**src/rtl/fire_pkg.sv**
```systemverilog
// Shared types and defaults for the launcher fire scheduler.
// Latency: n/a (declarations only).
// Backpressure: n/a.
package fire_pkg;

    localparam int unsigned CNT_W  = 32;
    localparam int unsigned SHOT_W = 16;

    localparam int unsigned DEF_FRAME_CYCLES    = 1000000;
    localparam int unsigned DEF_IDLE_WIDTH      = 75000;
    localparam int unsigned DEF_FWD_WIDTH       = 80000;
    localparam int unsigned DEF_REV_WIDTH       = 50000;
    localparam int unsigned DEF_SPINUP_CYCLES   = 12500000;
    localparam int unsigned DEF_FIRE_CYCLES     = 25000000;
    localparam int unsigned DEF_RETRACT_CYCLES  = 12500000;
    localparam int unsigned DEF_COOLDOWN_CYCLES = 25000000;

    typedef enum logic [2:0] {
        ST_IDLE     = 3'd0,
        ST_SPINUP   = 3'd1,
        ST_FIRE     = 3'd2,
        ST_RETRACT  = 3'd3,
        ST_COOLDOWN = 3'd4
    } state_e;

endpackage

```
**src/rtl/pwm_frame_gen.sv**
```systemverilog
// Servo-style PWM: free-running frame, width latched at frame start.
// Latency: signal is registered, one cycle behind the frame counter.
// Backpressure: none; width_in is sampled only when the frame counter is 0.
module pwm_frame_gen
    import fire_pkg::*;
#(
    parameter int unsigned FRAME_CYCLES = DEF_FRAME_CYCLES,
    parameter int unsigned RESET_WIDTH  = DEF_IDLE_WIDTH
) (
    input  logic             clock,
    input  logic             reset,
    input  logic [CNT_W-1:0] width_in,
    output logic             signal
);

    logic [CNT_W-1:0] frame_q, frame_d;
    logic [CNT_W-1:0] width_q, width_d;
    logic             signal_q, signal_d;

    always_comb begin
        frame_d  = (frame_q == CNT_W'(FRAME_CYCLES - 1)) ? '0 : frame_q + 1'b1;
        // Only adopt a new width on a frame boundary so no pulse is cut or stretched.
        width_d  = (frame_q == '0) ? width_in : width_q;
        signal_d = (frame_q < width_q);
    end

    always_ff @(posedge clock) begin
        if (reset) begin
            frame_q  <= '0;
            width_q  <= CNT_W'(RESET_WIDTH);
            signal_q <= 1'b0;
        end else begin
            frame_q  <= frame_d;
            width_q  <= width_d;
            signal_q <= signal_d;
        end
    end

    assign signal = signal_q;

endmodule

```
**src/rtl/fire_scheduler.sv**
```systemverilog
// Round-robin fire arbiter and shot sequencer driving the launcher PWM pin.
// Latency: grant one cycle after a sampled req; done on the RETRACT->COOLDOWN edge.
// Backpressure: requests are only sampled in IDLE; others are dropped, not queued.
module fire_scheduler
    import fire_pkg::*;
#(
    parameter int unsigned NREQ            = 2,
    parameter int unsigned FRAME_CYCLES    = DEF_FRAME_CYCLES,
    parameter int unsigned IDLE_WIDTH      = DEF_IDLE_WIDTH,
    parameter int unsigned FWD_WIDTH       = DEF_FWD_WIDTH,
    parameter int unsigned REV_WIDTH       = DEF_REV_WIDTH,
    parameter int unsigned SPINUP_CYCLES   = DEF_SPINUP_CYCLES,
    parameter int unsigned FIRE_CYCLES     = DEF_FIRE_CYCLES,
    parameter int unsigned RETRACT_CYCLES  = DEF_RETRACT_CYCLES,
    parameter int unsigned COOLDOWN_CYCLES = DEF_COOLDOWN_CYCLES
) (
    input  logic              clock,
    input  logic              reset,
    input  logic [NREQ-1:0]   req,
    input  logic              abort,
    output logic [NREQ-1:0]   grant,
    output logic [NREQ-1:0]   done,
    output logic              busy,
    output logic [2:0]        phase,
    output logic [SHOT_W-1:0] shot_count,
    output logic              signal
);

    localparam int unsigned PW = (NREQ > 1) ? $clog2(NREQ) : 1;

    state_e            state_q, state_d;
    logic [CNT_W-1:0]  cnt_q, cnt_d;
    logic [PW-1:0]     rr_ptr_q, rr_ptr_d;
    logic [NREQ-1:0]   grant_q, grant_d;
    logic [NREQ-1:0]   done_q, done_d;
    logic [SHOT_W-1:0] shot_q, shot_d;

    logic              found;
    logic [PW-1:0]     winner;
    logic [CNT_W-1:0]  idx;
    logic [CNT_W-1:0]  target_width;

    // Scan starting at rr_ptr, wrapping, and keep the first requester seen.
    always_comb begin
        found  = 1'b0;
        winner = '0;
        idx    = '0;
        for (int unsigned i = 0; i < NREQ; i++) begin
            idx = CNT_W'(rr_ptr_q) + i;
            if (idx >= NREQ) begin
                idx = idx - NREQ;
            end
            if (!found && req[idx[PW-1:0]]) begin
                found  = 1'b1;
                winner = idx[PW-1:0];
            end
        end
    end

    always_comb begin
        state_d  = state_q;
        cnt_d    = cnt_q + 1'b1;
        rr_ptr_d = rr_ptr_q;
        grant_d  = grant_q;
        done_d   = '0;
        shot_d   = shot_q;

        unique case (state_q)
            ST_IDLE: begin
                cnt_d = '0;
                if (found) begin
                    state_d  = ST_SPINUP;
                    grant_d  = NREQ'(1) << winner;
                    rr_ptr_d = (winner == PW'(NREQ - 1)) ? '0 : winner + 1'b1;
                end
            end
            ST_SPINUP: begin
                if (abort) begin
                    state_d = ST_RETRACT;
                    cnt_d   = '0;
                end else if (cnt_q == CNT_W'(SPINUP_CYCLES - 1)) begin
                    state_d = ST_FIRE;
                    cnt_d   = '0;
                end
            end
            ST_FIRE: begin
                // Abort wins over a natural end so an aborted shot is never counted.
                if (abort) begin
                    state_d = ST_RETRACT;
                    cnt_d   = '0;
                end else if (cnt_q == CNT_W'(FIRE_CYCLES - 1)) begin
                    state_d = ST_RETRACT;
                    cnt_d   = '0;
                    shot_d  = (shot_q == '1) ? shot_q : shot_q + 1'b1;
                end
            end
            ST_RETRACT: begin
                if (cnt_q == CNT_W'(RETRACT_CYCLES - 1)) begin
                    state_d = ST_COOLDOWN;
                    cnt_d   = '0;
                    done_d  = grant_q;
                    grant_d = '0;
                end
            end
            ST_COOLDOWN: begin
                if (cnt_q == CNT_W'(COOLDOWN_CYCLES - 1)) begin
                    state_d = ST_IDLE;
                    cnt_d   = '0;
                end
            end
            default: begin
                state_d = ST_IDLE;
                cnt_d   = '0;
                grant_d = '0;
            end
        endcase
    end

    always_ff @(posedge clock) begin
        if (reset) begin
            state_q  <= ST_IDLE;
            cnt_q    <= '0;
            rr_ptr_q <= '0;
            grant_q  <= '0;
            done_q   <= '0;
            shot_q   <= '0;
        end else begin
            state_q  <= state_d;
            cnt_q    <= cnt_d;
            rr_ptr_q <= rr_ptr_d;
            grant_q  <= grant_d;
            done_q   <= done_d;
            shot_q   <= shot_d;
        end
    end

    always_comb begin
        target_width = CNT_W'(IDLE_WIDTH);
        unique case (state_q)
            ST_SPINUP, ST_RETRACT: target_width = CNT_W'(FWD_WIDTH);
            ST_FIRE:               target_width = CNT_W'(REV_WIDTH);
            default:               target_width = CNT_W'(IDLE_WIDTH);
        endcase
    end

    pwm_frame_gen #(
        .FRAME_CYCLES (FRAME_CYCLES),
        .RESET_WIDTH  (IDLE_WIDTH)
    ) u_pwm (
        .clock    (clock),
        .reset    (reset),
        .width_in (target_width),
        .signal   (signal)
    );

    assign grant      = grant_q;
    assign done       = done_q;
    assign busy       = (state_q != ST_IDLE);
    assign phase      = state_q;
    assign shot_count = shot_q;

endmodule

```
**config.mk**
```make
export PLATFORM = sky130hd
export DESIGN_NAME = fire_scheduler
export DESIGN_NICKNAME = d
export VERILOG_FILES = /design/src/rtl/fire_pkg.sv /design/src/rtl/pwm_frame_gen.sv /design/src/rtl/fire_scheduler.sv
export SDC_FILE = /design/constraint.sdc
export NUM_CORES = 1
export LEC_CHECK = 0
export BUFFER_PORTS_ARGS = -buffer_cell sky130_fd_sc_hd__buf_2
export CORE_MARGIN = 4
export CORE_UTILIZATION = 40
export DETAILED_ROUTE_END_ITERATION = 16
export GPL_TIMING_DRIVEN = 0
export PLACE_DENSITY_LB_ADDON = 0.1
export SETUP_SLACK_MARGIN = 0.02
export SYNTH_ARGS = -nofsm -noshare
export SYNTH_HDL_FRONTEND = slang
export SYNTH_HIERARCHICAL = 1
export SYNTH_SLANG_ARGS = --single-unit
export TNS_END_PERCENT = 1
```
**constraint.sdc**
```tcl
create_clock -name clock -period 2.88 [get_ports clock]
set_input_delay 0.576 -clock clock [delete_from_list [all_inputs] [get_ports clock]]
set_output_delay 0.576 -clock clock [all_outputs]
set_load 0.02 [all_outputs]
```
==> results of run 1 <==
[cells by family (layout without fill, tap and decap cells)]
family,after synthesis,after routing
XOR/XNOR,69,69
AND/OR/NAND/NOR,323,323
flip-flops,121,121
AO/OA/AOI/OAI,63,63
multiplexers,25,25
other,1,18
buffers and inverters,76,136
adder cells (fa/ha/maj),35,35
[sequential cells by signal (all words and copies together) (netlist names)]
register,flops
cnt_q,32
done,2
grant,2
phase,3
rr_ptr_q,1
shot_count,16
u_pwm/frame_q,32
u_pwm/signal,1
u_pwm/width_q,32
[area by class of cell]
type                            count  area, um^2  area share [%]
Buffer                             24         143            2.00
Clock buffer                       24         502            7.03
Clock inverter                      7        90.1            1.26
Inverter                           52         195            2.74
Multi-Input combinational cell    533        3410            47.7
Sequential cell                   121        2420            34.0
Tap cell                          184         230            3.23
Timing Repair Buffer               29         145            2.03
[metal layers]
metal / share of wire, % / GRT usage, %
met1: 48 / 20.8
met2: 46 / 25.7
met3: 4.2 / 4.59
met4: 1.2 / 5.13
met5: 0 / 0
[synthesized netlist by cell type (6+ instances only)]
cell	n
a21oi_1	21
and2_1	8
and3_1	7
and4_1	11
clkbuf_1	13
dfxtp_1	121
ha_1	35
inv_1	50
mux2i_1	24
nand2_1	49
nand2b_1	6
nand3_1	31
nand4_1	25
nor2_1	114
nor2_2	9
nor3_1	17
nor4_1	18
o211ai_1	10
o21ai_0	11
xnor2_1	30
xor2_1	39
[path summary, 6_finish.rpt]
check	start	endpoint	slack, ns	cells after the start
worst max-delay path	phase[0]$_SDFFE_PP0P_	shot_count[11]$_SDFFE_PP0P_	0.42	7
worst min register to register	cnt_q[0]$_SDFF_PP0_	cnt_q[0]$_SDFF_PP0_	0.47	1
worst min-delay path	req[1]	grant[1]$_SDFFE_PP0P_	0.46	2
worst max register to register	phase[0]$_SDFFE_PP0P_	shot_count[11]$_SDFFE_PP0P_	0.42	7
[metrics by stage]
stage / instance area (um^2) / std cells
after global routing: 7130 / 974
final: 7130 / 974
after global placement: 6540 / 943
after CTS: 7130 / 974
after floorplan: 6170 / 730
after detailed placement: 6540 / 943
[power by group through the flow]
stage / registers (mW) / clock network (mW) / logic, mW
6_report: 1.80 / 2.10 / 0.607
5_1_grt: 1.81 / 2.23 / 0.682
4_1_cts: 1.81 / 2.16 / 0.612
3_5_place_dp: 1.84 / 0 / 0.606
3_3_place_gp: 1.84 / 0 / 0.592
2_1_floorplan: 1.85 / 0 / 0.443
==> impl_metrics.tcl, run 1 <==
set metrics [dict create \
    status "finished clean" \
    dp_hpwl_um 9930 \
    synth_area_leaders "dfxtp_1 40%, ha_1 7.2%, nor2_1 7.0%" \
    fmax_mhz 406 \
    synth_cells 713 \
    start_kind "flop" \
    utilization_pct 48.3 \
    die_h_um 132 \
    synthArstFlopShare_pct 0 \
    diodes 0 \
    ant_nets 0 \
    fin_nets 818 \
    hold_violations 0 \
    pin_count 30 \
    synth.avg_cell_area_um2 8.56 \
    switchingPower_mw 1.14 \
    critPathSlowestCell "nor3_1" \
    htree_levels 4 \
    grt_usage_pct 16.0 \
    cts-root-buf "clkbuf_16" \
    fin_crit_sh_pct 85.5 \
    critPathMaxFanout 9 \
    critPathRequiredTime_ns 3.22 \
    drt_iter0_drc 277 \
    coreArea_um2 14800 \
    hold_path.class "in -> reg" \
    cts_buffers 17 \
    synth_seq_cells 121 \
    ys_types 58 \
    p_sw_share_pct 25.2 \
    fillCellCount 1454 \
    total_leakage_power_nw 2.86 \
    vias 5029 \
    num_rows 44 \
    synth_warnings 6 \
    sequentialPowerShare_pct 40.0 \
    die_w_um 132 \
    drc 0 \
    synth_top_family_by_area "simple AND/OR/NAND/NOR gates" \
    relSlewSlack_pct 41.0 \
    path_cells "clkbuf_1, nor2_1, nand2_1, nor3_1, nand2_1, or4_1, a21oi_1" \
    syn_to_final_growth_pct 16.9 \
    synth_top_area_share_pct 39.7 \
    layout-drive-gt1-share_pct 11.6 \
    syn_area_um2 6100 \
    drv_slew 0 \
    worst_slew_pin_slew_ns 0.877 \
    portBuffers 29 \
    drv_cap 0 \
    clock-sinks 121 \
    clk_path_buf_depth 2 \
    post_drt_wl_per_cell_um 13.8 \
    path_delay_family "simple AND/OR/NAND/NOR gates" \
    cts.repair.resized 0 \
    post_cts_buffers 0 \
    grt_max_degree 17 \
    grt_pass1_wl_um 23100 \
    power.share.clock_pct 46.5 \
    end_kind "flop" \
    tns_ns 0 \
    antenna_found_initial 0 \
    critPathMostFrequentCell "nand2_1" \
    min_period_ns 2.46 \
    grt_pass1_vias 4933 \
    grt_overflow_total 0 \
    cp_num_buf_inv 1 \
    layout_setup_ws_ns 0.417 \
    insertion_delay_ns 0.41 \
    synthMuxAreaShare_pct 4.12 \
    setup_viol 0 \
    cts.reportedPaths.clkPinSlew_ns 0.05 \
    dp_slack_ns 0.429 \
    synth-simple-area-share_pct 26.7 \
    initial_core_util_pct 41.4 \
    max_stage_delay_ns 0.73 \
    synth-adder-area-share_pct 7.18 \
    ctsHoldBuffers 0 \
    synth-main-ff-cell "dfxtp_1" \
    power_density_nw_per_um2 632 \
    rsz0062_at_grt "no" \
    final_common_cell "dfxtp_1" \
    synth_edf_count 0 \
    synth_compound_area_share_pct 6.85 \
    viasPerCell 5.16 \
    ys_seq_area_share_pct 39.7 \
    yosysTopAreaCell "dfxtp_1" \
    cts_tree "built" \
    finalPower_mw 4.51 \
    clock_skew_ns 0.00797 \
    die_area_um2 17300 \
    routabilityCongestion 0.802 \
    layout_common_cells "121 x dfxtp_1, 114 x nor2_1, 50 x inv_1, 49 x nand2_1, 39 x xor2_1" \
    ir_drop_uv 414 \
    drtPass1Iterations 4 \
    crit_arrival_ns 2.80 \
    p_int_mw 3.37 \
    whs_ns 0.459 \
    critical_path_class "reg -> reg" \
    pwr-share-comb_pct 13.5 \
    synth_xor_area_share_pct 9.90 \
    routed_wl_um 13500 \
]
No activity file was read; power rests on OpenSTA's default activity.
==> run 2: changes to the inputs <==
ABC_AREA = 1   (was not set)
==> run 2 against run 1 <==
Compared with the run above: worst hold slack worse by 0.021 ns; die area is 15% higher; synthesized cell count is 49% higher; utilization is 1.1 points lower; non-clock buffer count is 1 lower; combinational power is 24% higher; sequential share of layout area is 4.4 points lower; cell area is 15% higher.
==> impl_metrics.tcl, run 2 <==
set metrics [dict create \
    cts-root-buf "clkbuf_16" \
    drc 0 \
    synth_top_area_share_pct 34.1 \
    synth-main-ff-cell "dfxtp_1" \
    layout_common_cells "278 x nand2_1, 145 x nor2_1, 141 x inv_1, 121 x dfxtp_1, 70 x a21oi_1" \
    critPathMaxFanout 4 \
    r2r-end "cnt_q[28]$_SDFF_PP0_" \
    regToRegSetupSlack_ns 0.93 \
    cp-endpoint "busy" \
    drtPass1Iterations 5 \
    end_kind "primary output" \
    clk_path_buf_depth 2 \
    clock_skew_ns 0.0117 \
    viasPerCell 4.69 \
    initial_core_util_pct 40.9 \
    drv_cap 0 \
    fin_crit_sh_pct 69.7 \
    synth_area_leaders "dfxtp_1 34%, nand2_1 15%, nor2_1 7.7%" \
    power_density_nw_per_um2 586 \
    drt_iter0_drc 362 \
    critical_path_class "reg -> out" \
    portBuffers 29 \
    ant_nets 0 \
    critPathRequiredTime_ns 2.30 \
    synth_seq_cells 121 \
    grt_pass1_wl_um 29900 \
    syn_area_um2 7090 \
    ir_drop_uv 547 \
    num_rows 48 \
    rsz0062_at_grt "no" \
    grt_overflow_total 0 \
    dp_hpwl_um 13500 \
    ys_types 38 \
    post_drt_wl_per_cell_um 12.9 \
    hold_violations 0 \
    status "finished clean" \
    ys_seq_area_share_pct 34.1 \
    ctsHoldBuffers 0 \
    die_w_um 141 \
    r2r_cells 10 \
    routabilityCongestion 0.864 \
    htree_levels 4 \
    setup_viol 0 \
    worst_slew_pin_slew_ns 0.520 \
    synth_most_common_cell "nand2_1" \
    cts_tree "built" \
    clock-sinks 121 \
    synthArstFlopShare_pct 0 \
    whs_ns 0.438 \
    synth_cells 1059 \
    hold_path.class "in -> reg" \
    total_leakage_power_nw 3.36 \
    synth_common_cells "278 x nand2_1, 145 x nor2_1, 141 x inv_1, 121 x dfxtp_1, 70 x a21oi_1" \
    fillCellCount 1828 \
    crit_start "phase[1]$_SDFFE_PP0P_" \
    synth_edf_count 0 \
    cts_buffers 17 \
    start_kind "flop" \
    grt_max_degree 17 \
    insertion_delay_ns 0.41 \
    vias 6386 \
    final_common_cell "nand2_1" \
    diodes 0 \
    relSlewSlack_pct 65.0 \
    antenna_found_initial 0 \
    synth_warnings 6 \
    post_cts_buffers 0 \
    grt_pass1_vias 6085 \
    cts.reportedPaths.clkPinSlew_ns 0.06 \
    yosysTopAreaCell "dfxtp_1" \
    regToRegStartpoint "cnt_q[0]$_SDFF_PP0_" \
    synth.avg_cell_area_um2 6.70 \
    tns_ns 0 \
    grt_usage_pct 18.5 \
    cts.repair.resized 0 \
    drv_slew 0 \
    fin_nets 1164 \
    routed_wl_um 17500 \
    die_area_um2 19900 \
    pin_count 30 \
    syn_to_final_growth_pct 15.7 \
    crit_arrival_ns 1.43 \
    largestRegisters "cnt_q (32), u_pwm/frame_q (32), u_pwm/width_q (32)" \
    coreArea_um2 17400 \
    layout-drive-gt1-share_pct 11.6 \
    fmax_mhz 498 \
    die_h_um 141 \
    min_period_ns 2.01 \
]
-- run 2: changes by cell type after synthesis, moves of 19 or more --
cell	before	now
mux2i_1	24	0
nand3_1	31	50
inv_1	50	141
nand2_1	49	278
nor2_1	114	145
a21oi_1	21	70
xnor2_1	30	5
-- run 2: metal layers --
layer | vias up | global-route usage [%] | share of wire, %
met5 | - | 0 | 0
met4 | 0 | 5.71 | 1.3
met3 | 15 | 3.36 | 3.2
met2 | 94 | 28.8 | 44
met1 | 2823 | 25.9 | 52
li1 | 3454 | - | -
-- run 2: power by group --
group	total [mW]	internal (mW)	switching, mW	leakage, nW
clock network	2.23	1.41	0.820	0.292
registers	1.83	1.77	0.0601	0.982
logic	0.750	0.244	0.506	2.09
total	4.81	3.43	1.39	3.36
-- run 2: cell families (layout without fill, tap and decap cells) --
kind of cell | count (synthesis) | after routing | synth area share [%]
simple gates | 582 | 582 | 35.9
buf+inv | 179 | 240 | 10.8
other cells | 1 | 18 | 0.0529
compound gates | 98 | 98 | 7.55
xor+xnor | 43 | 43 | 5.31
fa+ha+maj | 35 | 35 | 6.17
flops | 121 | 121 | 34.1
-- run 2: through the flow --
step / total power, mW / setup slack [ns] / util (%) / cell area [um^2] / instances
2_1_floorplan: 2.41 / 1.15 / - / 7160 / 1076
3_3_place_gp: 2.62 / 0.689 / 43.7 / 7580 / 1330
3_5_place_dp: 2.62 / 0.678 / 43.7 / 7580 / 1330
4_1_cts: 4.88 / 0.845 / 47.3 / 8210 / 1362
5_1_grt: 5.07 / 0.654 / 47.3 / 8210 / 1362
6_report: 4.81 / 0.872 / 47.3 / 8210 / 1362
-- run 2: worst min-delay path by stage --
stage	startpoint	end	slack, ns	depth (start not counted)
3_5_place_dp	grant[1]$_SDFFE_PP0P_	done[1]$_SDFF_PP0_	0.44	2
6_report	reset	shot_count[4]$_SDFFE_PP0P_	0.44	2
3_3_place_gp	grant[0]$_SDFFE_PP0P_	done[0]$_SDFF_PP0_	0.44	2
4_1_cts	reset	shot_count[2]$_SDFFE_PP0P_	0.42	2
5_1_grt	reset	shot_count[4]$_SDFFE_PP0P_	0.45	2
2_1_floorplan	u_pwm/frame_q[0]$_SDFF_PP0_	u_pwm/frame_q[0]$_SDFF_PP0_	0.43	1
-- run 2: final cells by class --
class,instances,area (um^2),area share [%]
multi-input combinational,776,3970,48.3
sequential,121,2420,29.5
inverter,156,587,7.15
clock buffer,19,453,5.52
tap,225,282,3.43
buffer,23,183,2.23
clock inverter,13,169,2.06
timing repair buffer,29,145,1.77
-- run 2: worst max-delay path: stages, from the launching register on --
cell     delay, ns
dfxtp_1       0.36
nor2_1        0.11
inv_1         0.07
nor2_1        0.22
inv_1         0.09
buf_2         0.17
